===== config.mk =====
export PLATFORM = sky130hd
export DESIGN_NAME = serial_adder
export DESIGN_NICKNAME = d
export VERILOG_FILES = /design/src/rtl/serial_adder.sv
export SDC_FILE = /design/constraint.sdc
export NUM_CORES = 1
export LEC_CHECK = 0
export CORE_AREA = 10 10 77 79
export DETAILED_ROUTE_END_ITERATION = 8
export DIE_AREA = 0 0 87 89
export GPL_ROUTABILITY_DRIVEN = 0
export PLACE_DENSITY = 0.66
export SYNTH_ARGS = -nofsm -noshare
export SYNTH_HDL_FRONTEND = slang
export SYNTH_SLANG_ARGS = --single-unit

===== constraint.sdc =====
create_clock -name clk -period 3.6 [get_ports clk]
set_input_delay 0.54 -clock clk [delete_from_list [all_inputs] [get_ports clk]]
set_output_delay 0.54 -clock clk [all_outputs]
set_load 0.02 [all_outputs]

===== src/rtl/serial_adder.sv =====
// Bit-serial adder: one full-adder cell iterated LSB first over WIDTH clocks.
// Result, carry-out and signed overflow are registered and flagged by done.

module serial_adder_fa (
    input  logic a,
    input  logic b,
    input  logic cin,
    output logic s,
    output logic cout
);

    assign s    = a ^ b ^ cin;
    assign cout = (a & b) | (cin & (a ^ b));

endmodule

module serial_adder #(
    parameter int WIDTH = 8
) (
    input  logic             clk,
    input  logic             rst,
    input  logic             start,
    input  logic [WIDTH-1:0] A,
    input  logic [WIDTH-1:0] B,
    input  logic             Ci,
    output logic [WIDTH-1:0] S,
    output logic             Cout,
    output logic             ovf,
    output logic             busy,
    output logic             done
);

    localparam int CW = $clog2(WIDTH) + 1;

    typedef enum logic [1:0] {
        IDLE,
        RUN,
        DONE
    } state_t;

    state_t           state_q, state_d;
    logic [WIDTH-1:0] a_q, a_d;
    logic [WIDTH-1:0] b_q, b_d;
    logic [WIDTH-1:0] sum_q, sum_d;
    logic [WIDTH-1:0] s_q, s_d;
    logic [CW-1:0]    cnt_q, cnt_d;
    logic             carry_q, carry_d;
    logic             cout_q, cout_d;
    logic             ovf_q, ovf_d;
    logic             fa_s, fa_c;
    logic [WIDTH-1:0] sum_nx;

    serial_adder_fa u_fa (
        .a    (a_q[0]),
        .b    (b_q[0]),
        .cin  (carry_q),
        .s    (fa_s),
        .cout (fa_c)
    );

    assign sum_nx = {fa_s, sum_q[WIDTH-1:1]};

    always_comb begin
        state_d = state_q;
        a_d     = a_q;
        b_d     = b_q;
        sum_d   = sum_q;
        s_d     = s_q;
        cnt_d   = cnt_q;
        carry_d = carry_q;
        cout_d  = cout_q;
        ovf_d   = ovf_q;
        busy    = 1'b0;
        done    = 1'b0;
        unique case (state_q)
            IDLE: begin
                if (start) begin
                    a_d     = A;
                    b_d     = B;
                    carry_d = Ci;
                    cnt_d   = '0;
                    sum_d   = '0;
                    state_d = RUN;
                end
            end
            RUN: begin
                busy    = 1'b1;
                sum_d   = sum_nx;
                a_d     = a_q >> 1;
                b_d     = b_q >> 1;
                carry_d = fa_c;
                cnt_d   = cnt_q + CW'(1);
                // carry_q here is the carry into the MSB
                if (cnt_q == CW'(WIDTH - 1)) begin
                    s_d     = sum_nx;
                    cout_d  = fa_c;
                    ovf_d   = carry_q ^ fa_c;
                    state_d = DONE;
                end
            end
            DONE: begin
                done    = 1'b1;
                state_d = IDLE;
            end
            default: state_d = IDLE;
        endcase
    end

    always_ff @(posedge clk or negedge rst) begin
        if (!rst) begin
            state_q <= IDLE;
            a_q     <= '0;
            b_q     <= '0;
            sum_q   <= '0;
            s_q     <= '0;
            cnt_q   <= '0;
            carry_q <= 1'b0;
            cout_q  <= 1'b0;
            ovf_q   <= 1'b0;
        end else begin
            state_q <= state_d;
            a_q     <= a_d;
            b_q     <= b_d;
            sum_q   <= sum_d;
            s_q     <= s_d;
            cnt_q   <= cnt_d;
            carry_q <= carry_d;
            cout_q  <= cout_d;
            ovf_q   <= ovf_d;
        end
    end

    assign S    = s_q;
    assign Cout = cout_q;
    assign ovf  = ovf_q;

endmodule


==> results of run 1 <==
-- power groups by stage --
stage                     registers (W)  logic [W]  clock network (W)
after floorplan                0.000803   0.000487                  0
after global routing           0.000816   0.000844           0.000391
after CTS                      0.000786   0.000774           0.000370
after global placement         0.000779   0.000747                  0
final                          0.000783   0.000757           0.000359
after detailed placement       0.000794   0.000772                  0
-- final timing paths --
| kind | cells past startpoint | endpoint | slack, ps | from |
|---|---|---|---|---|
| worst min-delay path | 1 | S[3] | 380 | rst |
| min in group clk | 2 | b_q[6] | 500 | b_q[6] |
| worst max register to register | 3 | S[0] | 1480 | state_q[1] |
| max in group asynchronous | 1 | cnt_q[3] | 2660 | rst |
| worst max-delay path | 3 | busy | 1060 | state_q[1] |
| worst min register to register | 2 | b_q[6] | 500 | b_q[6] |
-- state kept, by name (all words and copies together) (netlist names) --
signal / count
Cout: 1
S: 8
a_q: 8
b_q: 8
carry_q: 1
cnt_q: 4
ovf: 1
state_q: 2
sum_q: 7
-- critical path: cells and delay by family, from the launching register on --
| kind | cells | cell delay [ps] |
|---|---|---|
| buffers and inverters | 2 | 700 |
| AND/OR/NAND/NOR | 1 | 360 |
| flip-flops | 1 | 640 |
-- cells in the final DEF (no fill, tap or decap), types with 2 or more instances in the layout --
cell type | netlist | layout
clkdlybuf4s50_1 | 0 | 30
nor2b_1 | 8 | 8
o21ai_0 | 17 | 17
a22oi_1 | 14 | 14
nand3_1 | 3 | 3
dfrtp_1 | 40 | 40
buf_4 | 1 | 4
mux2_2 | 2 | 2
nor2_1 | 2 | 2
mux2_4 | 9 | 9
clkbuf_8 | 0 | 5
nand2_1 | 6 | 6
a21oi_1 | 18 | 18
a22o_1 | 9 | 9
and2b_1 | 10 | 10
-- metal layers --
| metal | vias up | routed length (µm) | global-route usage (%) |
|---|---|---|---|
| met5 | - | 0 | 0 |
| met4 | 0 | 23 | 3.24 |
| met3 | 4 | 315 | 4.65 |
| met2 | 43 | 1830 | 17.3 |
| met1 | 655 | 1820 | 13.7 |
| li1 | 636 | - | - |
-- Yosys cell counts --
master / instances
nor2_1: 2
and2b_1: 10
nand2_1: 6
nor2b_1: 8
dfrtp_1: 40
buf_2: 4
buf_6: 2
o21bai_1: 1
a22oi_1: 14
nand2b_2: 1
nor3_4: 1
mux2_2: 2
fa_1: 1
mux2_4: 9
inv_1: 1
ha_1: 1
o21ai_0: 17
a21oi_1: 18
nand3_1: 3
a22o_1: 9
xor2_1: 1
o21ai_1: 1
clkbuf_1: 4
and3b_1: 1
or3_1: 1
buf_4: 1
-- cell families (layout without fill, tap and decap cells) --
family	Yosys count	after routing	synth area share [%]
multiplexers	11	11	8.52
AO/OA/AOI/OAI	60	60	20.1
XOR/XNOR	1	1	0.473
AND/OR/NAND/NOR	33	33	11.4
adder cells (fa/ha/maj)	2	2	1.76
flip-flops	40	40	54.1
buffers and inverters	12	44	3.72
-- cell type report --
cell class	count	area [µm²]	area share, %
clock buffer	6	72.6	3.16
clock inverter	2	35.0	1.53
inverter	1	3.75	0.163
multi-input combinational	107	781	34.0
sequential	40	1000	43.6
tap	54	67.6	2.94
timing repair buffer	35	335	14.6
-- per-stage QoR --
stage | area, µm² | power (W)
5_1_grt | 2300 | 0.00205
6_report | 2300 | 0.00190
4_1_cts | 2300 | 0.00193
2_1_floorplan | 1850 | 0.00129
3_3_place_gp | 2190 | 0.00153
3_5_place_dp | 2190 | 0.00157
==> metrics.md, run 1 <==
| Metric | Value |
|---|---|
| Vias per Instance | `between 5 and 6` |
| Largest net degree at the start of global routing | `~40` |
| Gate power share | `39.9%` |
| Total Neg Setup Slack | `0 ps` |
| CP max stage delay | `about 640 ps` |
| Arr. time, crit path | `around 2000 ps` |
| Synth cell types | `26` |
| Avg Synthesized Cell Area | `around 12 µm²` |
| Outcome | `completed` |
| Die area | `slightly below 0.008 mm²` |
| Synth Cell Area | `roughly 0.0019 mm²` |
| CP Max Fanout | `22` |
| PwrDens | `slightly above 800 mW/mm²` |
| Placed cell count | `roughly 240` |
| Synth top area cells | `dfrtp_1 (54%), mux2_4 (7.3%), a22oi_1 (5.7%)` |
| Final Slew Violations | `0` |
| Cts repair resizes | `0` |
| Slew @ Worst Pin | `between 800 and 900 ps` |
| Clock tree buffer depth | `2` |
| Htree depth | `2` |
| Root Driver | `clkbuf_8` |
| Max cap viols | `0` |
| P_int | `0.00123 W` |
| Starting Density | `around 41%` |
| Syn Inst Count | `roughly 160` |
| Cts hold-fix bufs | `0` |
| Dpl ws | `1260 ps` |
| Filler cell count | `just under 400` |
| N_diodes | `0` |
| Cell accounting for the most synthesized area | `dfrtp_1` |
| Area Overhead vs Synth | `24.1%` |
| # IOs | `32` |
| Via count | `1338` |
| Final net count | `around 210` |
| Die width | `approximately 87 µm` |
| Final WS setup | `around 1100 ps` |
| Synth Net Count | `approximately 180` |
| Clk pin slew, worst setup/hold paths | `~80 ps` |
| Number of global-route vias before repair | `around 1400` |
| Hold WC Path Type | `primary input to asynchronous set/reset pin` |
| Core ar. | `0.00454 mm²` |
| Final period util | `a little over two thirds` |
| Leakage power | `1.02 nW` |
| Initial antenna violation count | `0` |
| Crit path time final | `roughly 2500 ps` |
| Yosys warning count | `0` |
| Synth top area share | `54.1%` |
| First-pass GRT wire length | `approximately 7000 µm` |
| Register area share after synthesis | `a little over half` |
| Worst path cell trace | `nand2b_2 -> inv_1 -> clkdlybuf4s50_1` |
| Slowest stage cell, crit path | `dfrtp_1` |
| Routed len/inst | `~16 µm` |
| Critical Path End Type | `primary output` |
| Clock Power Share | `a little under a fifth` |
| Critical path class | `flip-flop to primary output` |
| DRC viols | `0` |
| CTS tree | `yes` |
| Flops & latches, synth | `40` |
| Util after Layout | `between 50% and 60%` |
| Site Rows | `25` |
| Switching power | `approximately 0.00067 W` |
| Unrepaired setup endpoints after global routing | `false` |
| Setup crit start kind | `flip-flop` |
| Layout Skew | `~8.7 ps` |
| Worst slew margin relative to its limit | `between 40% and 50%` |
| Fin cells | `approximately 250` |
| Total CTS buffers | `5` |
| First DRT Iteration DRCs | `75` |
| Hpwl dp | `about 2800 µm` |
| ANT nets after route | `0` |
| Count of final setup violators | `0` |
| Switching part of the total | `between 30% and 40%` |
| Die height | `~89 µm` |
| Fmax | `394 MHz` |
| Total grt overflow | `0` |
| Detailed Routing Iterations Pass 1 | `4` |
| Clk sinks | `40` |
| Final Hold Fails | `0` |
| Buffers added on ports | `31` |
| Worst hold slack | `about 380 ps` |
| GRT Overall Usage | `between 10% and 20%` |
| Critical Path RT | `~3100 ps` |
| Sequential Power Share | `41.2%` |
| Share of cells above drive strength 1 | `13.1%` |
| Clk_lat worst skew | `290 ps` |
| WL final | `around 4000 µm` |
| Post-CTS setup buffer count | `0` |
| Maximum vdd ir drop | `roughly 0.56 mV` |
No activity file was read; power rests on OpenSTA's default activity.
==> run 2: changes to the inputs <==
Settings changed: PLACE_DENSITY 0.66 to 0.68.
Clock period 3.6 ns to 2.3 ns, I/O delays scaled along.
==> metrics.md, run 2 (same netlist as run 1, synthesis figures left out) <==
| Metric | Value |
|---|---|
| Commonest non-fill, non-tap cell in the layout | `dfrtp_1` |
| Number of global-route vias before repair | `1461 (+1.2%)` |
| Maximum vdd ir drop | `0.833 mV (+48%)` |
| Total Neg Setup Slack | `0 ps (unchanged)` |
| Final Hold Fails | `0 (unchanged)` |
| Core ar. | `0.00454 mm² (unchanged)` |
| Routed len/inst | `16.2 µm (-0.37%)` |
| CTS tree | `yes` |
| First-pass GRT wire length | `7040 µm (+0.80%)` |
| Total grt overflow | `0 (unchanged)` |
| Critical Path End Type | `primary output` |
| Final Slew Violations | `0 (unchanged)` |
| Largest net degree at the start of global routing | `41 (unchanged)` |
| Worst hold slack | `184 ps (-192 ps)` |
| Post-CTS setup buffer count | `0 (unchanged)` |
| Htree depth | `2 (unchanged)` |
| Total CTS buffers | `5 (unchanged)` |
| Starting Density | `40.8% (unchanged)` |
| WL final | `4020 µm (+0.85%)` |
| Leakage power | `1.03 nW (+0.58%)` |
| Hold WC Path Type | `primary input to asynchronous set/reset pin` |
| First DRT Iteration DRCs | `41 (-45%)` |
| Crit path time final | `roughly 2100 ps` |
| Clk_lat worst skew | `280 ps (about the same)` |
| Share of cells above drive strength 1 | `13.9% (+0.83 points)` |
| Clk pin slew, worst setup/hold paths | `80 ps (about the same)` |
| # IOs | `32 (unchanged)` |
| Cts hold-fix bufs | `0 (unchanged)` |
| Layout Skew | `5.05 ps (-3.63 ps)` |
| Cts repair resizes | `0 (unchanged)` |
| DRC viols | `0 (unchanged)` |
| Root Driver | `clkbuf_8` |
| Fmax | `475 MHz` |
| Via count | `1324 (-1.0%)` |
| GRT Overall Usage | `11.2% (+0.095 points)` |
| Site Rows | `25 (unchanged)` |
| Vias per Instance | `5.34 (-2.2%)` |
| Unrepaired setup endpoints after global routing | `false` |
| Critical path class | `flip-flop to primary output` |
| Area Overhead vs Synth | `24.3%` |
| Critical Path RT | `1960 ps (-1100 ps)` |
| Worst slew margin relative to its limit | `40.9% (+0.76 points)` |
| Outcome | `completed` |
| Overall power | `0.00291 W (+53%)` |
| Max cap viols | `0 (unchanged)` |
| CP Max Fanout | `11 (-50%)` |
| Count of final setup violators | `0 (unchanged)` |
| Buffers added on ports | `31 (unchanged)` |
| Arr. time, crit path | `1760 ps (-240 ps)` |
| Setup crit start kind | `flip-flop` |
| Die height | `89 µm (unchanged)` |
| Initial antenna violation count | `0 (unchanged)` |
| Detailed Routing Iterations Pass 1 | `4 (unchanged)` |
| N_diodes | `0 (unchanged)` |
| Die width | `87 µm (unchanged)` |
| Most frequent cells in the layout | `dfrtp_1 (40), clkdlybuf4s50_1 (30), a21oi_1 (18), o21ai_0 (17), a22oi_1 (14)` |
| Clock tree buffer depth | `2 (unchanged)` |
| Final period util | `between 90% and 100%` |
| Final net count | `215 (+1.4%)` |
| Die area | `0.00774 mm² (unchanged)` |
| Hpwl dp | `2820 µm (+0.91%)` |
| Slew @ Worst Pin | `887 ps (-11.4 ps)` |
| ANT nets after route | `0 (unchanged)` |
| Clk sinks | `40 (unchanged)` |
| PwrDens | `1260 mW/mm² (+53%)` |
run 2: changes by cell type in the layout (fill, tap and decap cells not counted), sizes merged:
cell    previous run  this run
buf                5         8
clkinv             1         0
clkbuf             6         8
bufinv             1         0
run 2: layout make-up:
type / instances / area (µm²)
Timing Repair Buffer: 38 / 358
Clock buffer: 8 / 90.1
Multi-Input combinational cell: 107 / 781
Tap cell: 54 / 67.6
Inverter: 1 / 3.75
Sequential cell: 40 / 1000
Fill cell: 398 / 2230
run 2: per-stage QoR:
stage	setup WS [ps]	util, %	std cells	instance area (µm²)
global placement	501	48.7	240	2210
finish	194	50.7	248	2300
detailed placement	430	48.7	240	2210
CTS	173	50.7	248	2300
floorplan	792	-	159	1850
global route	90.3	50.7	248	2300
run 2: per-layer routing:
| layer | GRT usage [%] | part of all wire [%] | vias up |
|---|---|---|---|
| li1 | - | - | 640 |
| met1 | 13.5 | 45 | 639 |
| met2 | 18.3 | 47 | 41 |
| met3 | 4.19 | 8.0 | 4 |
| met4 | 3.09 | 0.42 | 0 |
| met5 | 0 | 0 | - |
run 2: worst paths after layout:
path	cells past startpoint	end	slack, ps	from
setup / recovery	3	busy	190	state_q[1]
hold / removal	1	S[4]	180	rst
setup reg to reg	4	S[0]	610	state_q[1]
hold reg to reg	1	sum_q[1]	500	sum_q[1]
max in group asynchronous	1	S[0]	1570	rst
min in group clk	1	sum_q[1]	500	sum_q[1]
run 2: power by group:
group / switching, W / internal [W] / total, W
clock: 0.000228 / 0.000245 / 0.000473
sequential: 0.000250 / 0.000988 / 0.00124
combinational: 0.000571 / 0.000626 / 0.00120
total: 0.00105 / 0.00186 / 0.00291
run 2: critical path: stages (launching register included):
cell and delay, ps:
dfrtp_1 490, nand2b_2 270, inv_1 100, clkdlybuf4s50_1 620
==> run 3: changes to the inputs <==
Settings changed: ABC_AREA set to 1, CORE_AREA 10 10 77 79 to 10 10 76 78, DIE_AREA 0 0 87 89 to 0 0 86 88.
==> metrics.md, run 3 <==
| Metric | Value |
|---|---|
| Outcome | `completed` |
| Final Slew Violations | `0 (unchanged)` |
| CP max stage delay | `600 ps (-20 ps)` |
| Slowest stage cell, crit path | `clkdlybuf4s50_1` |
| Worst slew margin relative to its limit | `40.1% (-0.73 points)` |
| CP startpoint | `state_q[0]` |
| Leakage power | `1.07 nW (+4.4%)` |
| Post-synth top cells | `nand2_1 (75), nand3_1 (53), dfrtp_1 (40), buf_6 (6), inv_1 (5)` |
| Critical Path RT | `1960 ps (about the same)` |
| Register area share after synthesis | `55.7% (+1.6 points)` |
| Multi-input logic area | `669 µm² (-14%)` |
| Cell accounting for the most synthesized area | `dfrtp_1` |
| Layout Skew | `6.22 ps (+1.17 ps)` |
| Final net count | `254 (+18%)` |
| Core ar. | `0.00429 mm² (-5.3%)` |
| N_diodes | `0 (unchanged)` |
| Htree depth | `2 (unchanged)` |
| Synth cell types | `20 (-23%)` |
| Synth Cell Area | `0.00180 mm² (-2.9%)` |
| Total Neg Setup Slack | `0 ps (unchanged)` |
| Root Driver | `clkbuf_8` |
| Critical path class | `flip-flop to primary output` |
| Ys async rst share | `100% (unchanged)` |
| Sequential Power Share | `42.6% (about the same)` |
| Initial antenna violation count | `0 (unchanged)` |
| Arr. time, crit path | `1480 ps (-280 ps)` |
| Number of global-route vias before repair | `1434 (-1.8%)` |
| EDFF count, synth | `0 (unchanged)` |
| Total CTS buffers | `5 (unchanged)` |
| Area Overhead vs Synth | `21.8%` |
| Final Hold Fails | `0 (unchanged)` |
| Fin cells | `284 (+15%)` |
| Clock tree buffer depth | `2 (unchanged)` |
| Gate power share | `39.7% (-1.5 points)` |
| Share of cells above drive strength 1 | `8.19% (-5.7 points)` |
| Final WS setup | `471 ps (+277 ps)` |
| Post-CTS setup buffer count | `0 (unchanged)` |
| Register Area | `0.00100 mm² (unchanged)` |
| Die width | `86 µm (-1.1%)` |
| Most frequent cells in the layout | `nand2_1 (75), nand3_1 (53), dfrtp_1 (40), clkdlybuf4s50_1 (30), clkbuf_8 (7)` |
| Synth top area cells | `dfrtp_1 (56%), nand2_1 (16%), nand3_1 (15%)` |
| Unrepaired setup endpoints after global routing | `false` |
| Switching power | `0.00107 W (+1.9%)` |
| Max cap viols | `0 (unchanged)` |
| Clk_lat worst skew | `290 ps (about the same)` |
| Util after Layout | `51.0% (+0.23 points)` |
| Fmax | `547 MHz (+15%)` |
| CP Buf/Inv Count | `2 (unchanged)` |
| Switching part of the total | `38.4% (+2.3 points)` |
| WL final | `3600 µm (-11%)` |
| Count of final setup violators | `0 (unchanged)` |
| DRC viols | `0 (unchanged)` |
| Maximum vdd ir drop | `0.498 mV (-40%)` |
| Clock Power Share | `17.7% (+1.4 points)` |
| Largest net degree at the start of global routing | `41 (unchanged)` |
| Commonest non-fill, non-tap cell in the layout | `nand2_1` |
| Synth top area share | `55.7% (+1.6 points)` |
| Cell Area, Placed | `0.00209 mm² (-5.4%)` |
| CP Max Fanout | `3 (-8)` |
| Routed len/inst | `12.7 µm (-22%)` |
| Detailed Routing Iterations Pass 1 | `6 (+2)` |
| Cts repair resizes | `0 (unchanged)` |
| Crit path time final | `1830 ps (-277 ps)` |
| Hpwl dp | `2350 µm (-16%)` |
| Vias per Instance | `4.91 (-8.0%)` |
| CTS tree | `yes` |
| Setup crit start kind | `flip-flop` |
| Die height | `88 µm (-1.1%)` |
| Clk pin slew, worst setup/hold paths | `70 ps (about the same)` |
| Critical Path End Type | `primary output` |
| Slew @ Worst Pin | `898 ps (+11.0 ps)` |
| First-pass GRT wire length | `6420 µm (-8.8%)` |
| Worst path cell trace | `nand2_2 -> inv_4 -> clkdlybuf4s50_1` |
| PwrDens | `1270 mW/mm² (+0.77%)` |
| Most used flip-flop cell after synthesis | `dfrtp_1` |
| CP delay by family, top | `buffers and inverters` |
| Via count | `1395 (+5.4%)` |
| Site Rows | `24 (-4.0%)` |
| Synth Net Count | `224 (+24%)` |
| Total grt overflow | `0 (unchanged)` |
| Buffers added on ports | `31 (unchanged)` |
| Clk sinks | `40 (unchanged)` |
| Flops & latches, synth | `40 (unchanged)` |
| Yosys warning count | `0 (unchanged)` |
| Starting Density | `41.8% (+1.0 points)` |
| Placed cell count | `277 (+15%)` |
| First DRT Iteration DRCs | `112 (+170%)` |
| Dpl ws | `551 ps (+121 ps)` |
| GRT Overall Usage | `10.4% (-0.82 points)` |
| Cts hold-fix bufs | `0 (unchanged)` |
| Filler cell count | `408 (+2.5%)` |
| Avg Synthesized Cell Area | `8.89 µm² (-24%)` |
| # IOs | `32 (unchanged)` |
| Most common cell in the netlist | `nand2_1` |
| Die area | `0.00757 mm² (-2.3%)` |
| Hold WC Path Type | `primary input to asynchronous set/reset pin` |
| Critical R2R Launch | `state_q[0]` |
| Syn Inst Count | `202 (+27%)` |
| Final period util | `79.5% (-12 points)` |
| ANT nets after route | `0 (unchanged)` |
| Post-route design area | `0.00219 mm² (-4.9%)` |
| P_int | `0.00172 W (-7.6%)` |
## run 3: final timing paths
path | endpoint | slack, ps | depth (start not counted)
max | busy | 470 | 3
min | b_q[2] | 180 | 1
max reg2reg | ovf | 870 | 6
min reg2reg | S[2] | 470 | 2
max in group asynchronous | cnt_q[1] | 1560 | 1
min in group clk | S[2] | 470 | 2
## run 3: routing by layer
metal	part of all wire, %	up-vias	track usage (%)
li1	-	715	-
met1	48	643	12.0
met2	43	31	16.3
met3	7.0	6	4.64
met4	1.7	0	4.49
met5	0	-	0
## run 3: cell type report
class | count | share of cell area (%)
Clock buffer | 7 | 4.40
Multi-Input combinational cell | 144 | 30.6
Sequential cell | 40 | 45.7
Tap cell | 52 | 2.97
Timing Repair Buffer | 34 | 15.0
Inverter | 7 | 1.32
## run 3: cell families after synthesis
logic type	Yosys count	synth area share, %
AO/OA/AOI/OAI	5	1.74
adder cells (fa/ha/maj)	2	1.81
buffers and inverters	18	7.03
flip-flops	40	55.7
AND/OR/NAND/NOR	137	33.7
## run 3: power groups by stage
stage               Clock (W)  Combinational (W)  Sequential (W)
floorplan                   0           0.000736         0.00127
global placement            0            0.00111         0.00119
detailed placement          0            0.00112         0.00120
CTS                  0.000512            0.00113         0.00119
global route         0.000542            0.00126         0.00123
finish               0.000494            0.00111         0.00119
## run 3: through the flow
step	hold WS (ps)	total power (W)
global route	253	0.00302
detailed placement	458	0.00232
CTS	202	0.00283
floorplan	49.4	0.00200
global placement	455	0.00230
finish	182	0.00279
